<file path="src/rtl/td4_pkg.sv">
// Shared TD4 decode constants: opcodes, ALU source selects and load-enable bit positions.
package td4_pkg;

   typedef enum logic [3:0] {
      OP_ADD_A  = 4'b0000,
      OP_MOV_AB = 4'b0001,
      OP_IN_A   = 4'b0010,
      OP_MOV_A  = 4'b0011,
      OP_MOV_BA = 4'b0100,
      OP_ADD_B  = 4'b0101,
      OP_IN_B   = 4'b0110,
      OP_MOV_B  = 4'b0111,
      OP_OUT_B  = 4'b1001,
      OP_OUT_IM = 4'b1011,
      OP_JNC    = 4'b1110,
      OP_JMP    = 4'b1111
   } op_e;

   typedef enum logic [1:0] {
      SRC_A    = 2'b00,
      SRC_B    = 2'b01,
      SRC_IN   = 2'b10,
      SRC_ZERO = 2'b11
   } src_e;

   localparam int LD_A   = 0;
   localparam int LD_B   = 1;
   localparam int LD_OUT = 2;
   localparam int LD_PC  = 3;

   // Opcodes 1000, 1010, 1100 and 1101 have no TD4 instruction behind them.
   function automatic logic op_is_legal(input logic [3:0] op);
      logic legal;
      case (op)
         4'b1000, 4'b1010, 4'b1100, 4'b1101: legal = 1'b0;
         default:                            legal = 1'b1;
      endcase
      return legal;
   endfunction

endpackage

</file>
<file path="src/rtl/td4_op_decoder.sv">
// TD4 instruction decoder: combinational source select and one-hot load enables,
// plus a sticky flag recording any undefined opcode seen at a clock edge.
module td4_op_decoder
   import td4_pkg::*;
(
   input  logic       clk,
   input  logic       reset,
   input  logic [3:0] op,
   input  logic       c_flg,
   output logic       select_a,
   output logic       select_b,
   output logic [3:0] load,
   output logic       illegal_op
);

   src_e       src_s;
   logic [3:0] load_s;
   logic       illegal_op_d;
   logic       illegal_op_q;

   // Opcode decode; undefined opcodes fall through to a NOP with the zero source.
   always_comb begin
      src_s  = SRC_ZERO;
      load_s = 4'b0000;
      case (op)
         OP_ADD_A:  begin src_s = SRC_A;    load_s[LD_A]   = 1'b1; end
         OP_MOV_AB: begin src_s = SRC_B;    load_s[LD_A]   = 1'b1; end
         OP_IN_A:   begin src_s = SRC_IN;   load_s[LD_A]   = 1'b1; end
         OP_MOV_A:  begin src_s = SRC_ZERO; load_s[LD_A]   = 1'b1; end
         OP_MOV_BA: begin src_s = SRC_A;    load_s[LD_B]   = 1'b1; end
         OP_ADD_B:  begin src_s = SRC_B;    load_s[LD_B]   = 1'b1; end
         OP_IN_B:   begin src_s = SRC_IN;   load_s[LD_B]   = 1'b1; end
         OP_MOV_B:  begin src_s = SRC_ZERO; load_s[LD_B]   = 1'b1; end
         OP_OUT_B:  begin src_s = SRC_B;    load_s[LD_OUT] = 1'b1; end
         OP_OUT_IM: begin src_s = SRC_ZERO; load_s[LD_OUT] = 1'b1; end
         OP_JNC: begin
            src_s = SRC_ZERO;
            if (c_flg == 1'b0) begin
               load_s[LD_PC] = 1'b1;
            end else begin
               load_s[LD_PC] = 1'b0;
            end
         end
         OP_JMP:    begin src_s = SRC_ZERO; load_s[LD_PC]  = 1'b1; end
         default:   begin src_s = SRC_ZERO; load_s         = 4'b0000; end
      endcase
   end

   // Next value of the sticky illegal flag.
   always_comb begin
      illegal_op_d = illegal_op_q | ~op_is_legal(op);
   end

   // Sticky illegal flag; synchronous reset wins over a coincident undefined opcode.
   always_ff @(posedge clk) begin
      if (reset) begin
         illegal_op_q <= 1'b0;
      end else begin
         illegal_op_q <= illegal_op_d;
      end
   end

   assign select_a   = src_s[0];
   assign select_b   = src_s[1];
   assign load       = load_s;
   assign illegal_op = illegal_op_q;

endmodule

</file>
<file path="config.mk">
export PLATFORM = sky130hd
export DESIGN_NAME = td4_op_decoder
export DESIGN_NICKNAME = d
export VERILOG_FILES = /design/src/rtl/td4_pkg.sv /design/src/rtl/td4_op_decoder.sv
export SDC_FILE = /design/constraint.sdc
export NUM_CORES = 1
export LEC_CHECK = 0
export BUFFER_PORTS_ARGS = -buffer_cell sky130_fd_sc_hd__buf_2
export CORE_AREA = 2 2 39 41
export CTS_CLUSTER_SIZE = 10
export DETAILED_ROUTE_END_ITERATION = 10
export DIE_AREA = 0 0 41 43
export PLACE_DENSITY_LB_ADDON = 0.12
export SKIP_CTS_REPAIR_TIMING = 1
export SYNTH_ARGS = -nofsm -noshare
export SYNTH_HDL_FRONTEND = slang
export SYNTH_SLANG_ARGS = --single-unit
</file>
<file path="constraint.sdc">
create_clock -name clk -period 1.5 [get_ports clk]
set_input_delay 0.225 -clock clk [delete_from_list [all_inputs] [get_ports clk]]
set_output_delay 0.225 -clock clk [all_outputs]
set_load 0.005 [all_outputs]
</file>
==> results.ini <==
[route]
routed_wl_um=311
drcViolationCount=0
wl_per_cell_um=7.23
ant_nets=0
drt-initial-drc-count=3
firstDrtPassIters=2
num_vias=134
avgViaCountPerCell=3.12

[power]
switching_share_pct=27.6
p_leak_nw=0.108
switching_power_mw=0.0192
clkPwrFrac_pct=0
ir_worst_vdd_v=0.000152
seq_power_share_pct=44.7
intPower_mw=0.0502
combPwrFrac_pct=55.3
powerDensity_nw_per_um2=385

[grt]
overflow=0
grt_max_degree=7
grtUsageTotal_pct=3.80
grt_pass1_wl_um=503
antenna_found_initial=0
grt_pass1_vias=122

[timing]
slew_violations=0
fin_skew_ns=0
rsz0062_at_grt=false
worstMarginPinSlew_ns=0.114
hold_viol_final=0
relSlewSlack_pct=92.4
setup_viol=0
layout_setup_ws_ns=0.495
tns_ns=0
fin_crit_ns=1.00
maxClockFrequency_mhz=995
finalCritPeriodShare_pct=67.0

[synth]
synth.top_cell.area_share_pct=21.1
synth.avg_cell_area_sq_um=6.79
syn_nets=21
synth_top_area_cell=dfxtp_1
synth_cell_types=10
syn-cell-area_sq_um=95.1
yosys_warnings=0
ys_seq_area_share_pct=21.1
ys_seq_elements=1
syn_inst=14
synth.area.top_cells=dfxtp_1 21%, nand2b_4 14%, inv_1 12%, a21oi_1 11%, a32o_1 11%

[floorplanning]
dieArea_sq_um=1760
die_w_um=41
initial_core_util_pct=6.87
placeableCoreArea_sq_um=1380
row_count=14
io_pins=14
dieHeight_um=43

[setup_path]
slowest_stage=a21o_1
worstPathMaxFanout=5
end_kind=primary output
required_ns=1.27
critical_path.cell_chain=buf_2 > nand2b_4 > a21o_1 > buf_2
crit_type=in -> out
slowest_delay_ns=0.17
start_kind=primary input
cp.arrival_ns=0.78
crit_top_cell=buf_2

[placed_design]
io_buffer_count=13
gp_congestion=0.547
placed_cells=43
dpl_worst_slack_ns=0.492

[flow_run]
maxCapViolCount=0

[layout]
diodes=0
largest_reg_flops=1
most-common-layout-cells=13 x buf_2, 3 x inv_1, 2 x a21oi_1, 2 x nor2_1
post_route_cells_drive_above_1_share_pct=51.9
mostFrequentLayoutCell=buf_2
final_nets=36
finalNonFillerCells=43
area_delta_synth_final_pct=89.5

[outcome]
status=completed

[clock_network]
clkTransAtPathRegs_ns=0
clkLatencyLatePin_ns=0

[worst_hold_path]
min_path_type=reg -> reg

through the flow:
stage	hold slack, ns	instance area, sq um	power [mW]	util, %
floorplan	0.379	95.1	0.0459	-
global placement	0.475	180	0.0705	13.0
detailed placement	0.458	180	0.0699	13.0
CTS	0.460	180	0.0701	13.0
global route	0.481	180	0.0751	13.0
finish	0.459	180	0.0694	13.0
cell type report:
cell class                      count  area, sq um
Tap cell                           16         20.0
Sequential cell                     1         20.0
Timing Repair Buffer               13         65.1
Multi-Input combinational cell     10         63.8
Inverter                            3         11.3
Fill cell                         168         1200
metal layers:
metal / global-route usage (%) / routed length (um) / vias to the layer above
met3: 0 / 63 / 0
met4: 0 / 0 / 0
met1: 6.69 / 167 / 48
met5: 0 / 0 / -
met2: 5.31 / 80 / 13
li1: - / - / 73
power by group through the flow:
stage / Combinational, mW / Sequential [mW] / Clock, mW
floorplan: 0.0147 / 0.0312 / 0
global placement: 0.0395 / 0.0310 / 0
detailed placement: 0.0390 / 0.0309 / 0
CTS: 0.0391 / 0.0310 / 0
global route: 0.0441 / 0.0311 / 0
finish: 0.0384 / 0.0310 / 0
critical path: cells and delay by family:
family / cells / cell delay (ns)
buffers and inverters: 2 / 0.25
AOI/OAI and AO/OA: 1 / 0.17
and+or+nand+nor: 1 / 0.15
path summary, 6_finish.rpt:
path	slack, ns	cells after the start	endpoint	start
hold reg to reg	0.46	1	illegal_op$_SDFF_PP0_	illegal_op$_SDFF_PP0_
hold / removal	0.46	1	illegal_op$_SDFF_PP0_	illegal_op$_SDFF_PP0_
setup / recovery	0.50	4	select_b	op[2]
setup reg to reg	0.90	1	illegal_op$_SDFF_PP0_	illegal_op$_SDFF_PP0_
cells by family (layout without fill, tap and decap cells):
group                  Yosys count  after routing  synth area share (%)
AOI/OAI and AO/OA                4              4                  29.0
DFF                              1              1                  21.1
and+or+nand+nor                  6              6                  38.2
buffers and inverters            3             16                  11.8
synthesized netlist by cell type:
| master | n |
|---|---|
| nand2b_4 | 1 |
| nor2_1 | 2 |
| a32o_1 | 1 |
| nand3_1 | 1 |
| a21oi_1 | 2 |
| nor2b_1 | 1 |
| nand2_1 | 1 |
| a21o_1 | 1 |
| inv_1 | 3 |
| dfxtp_1 | 1 |
No activity file was read; power rests on OpenSTA's default activity.
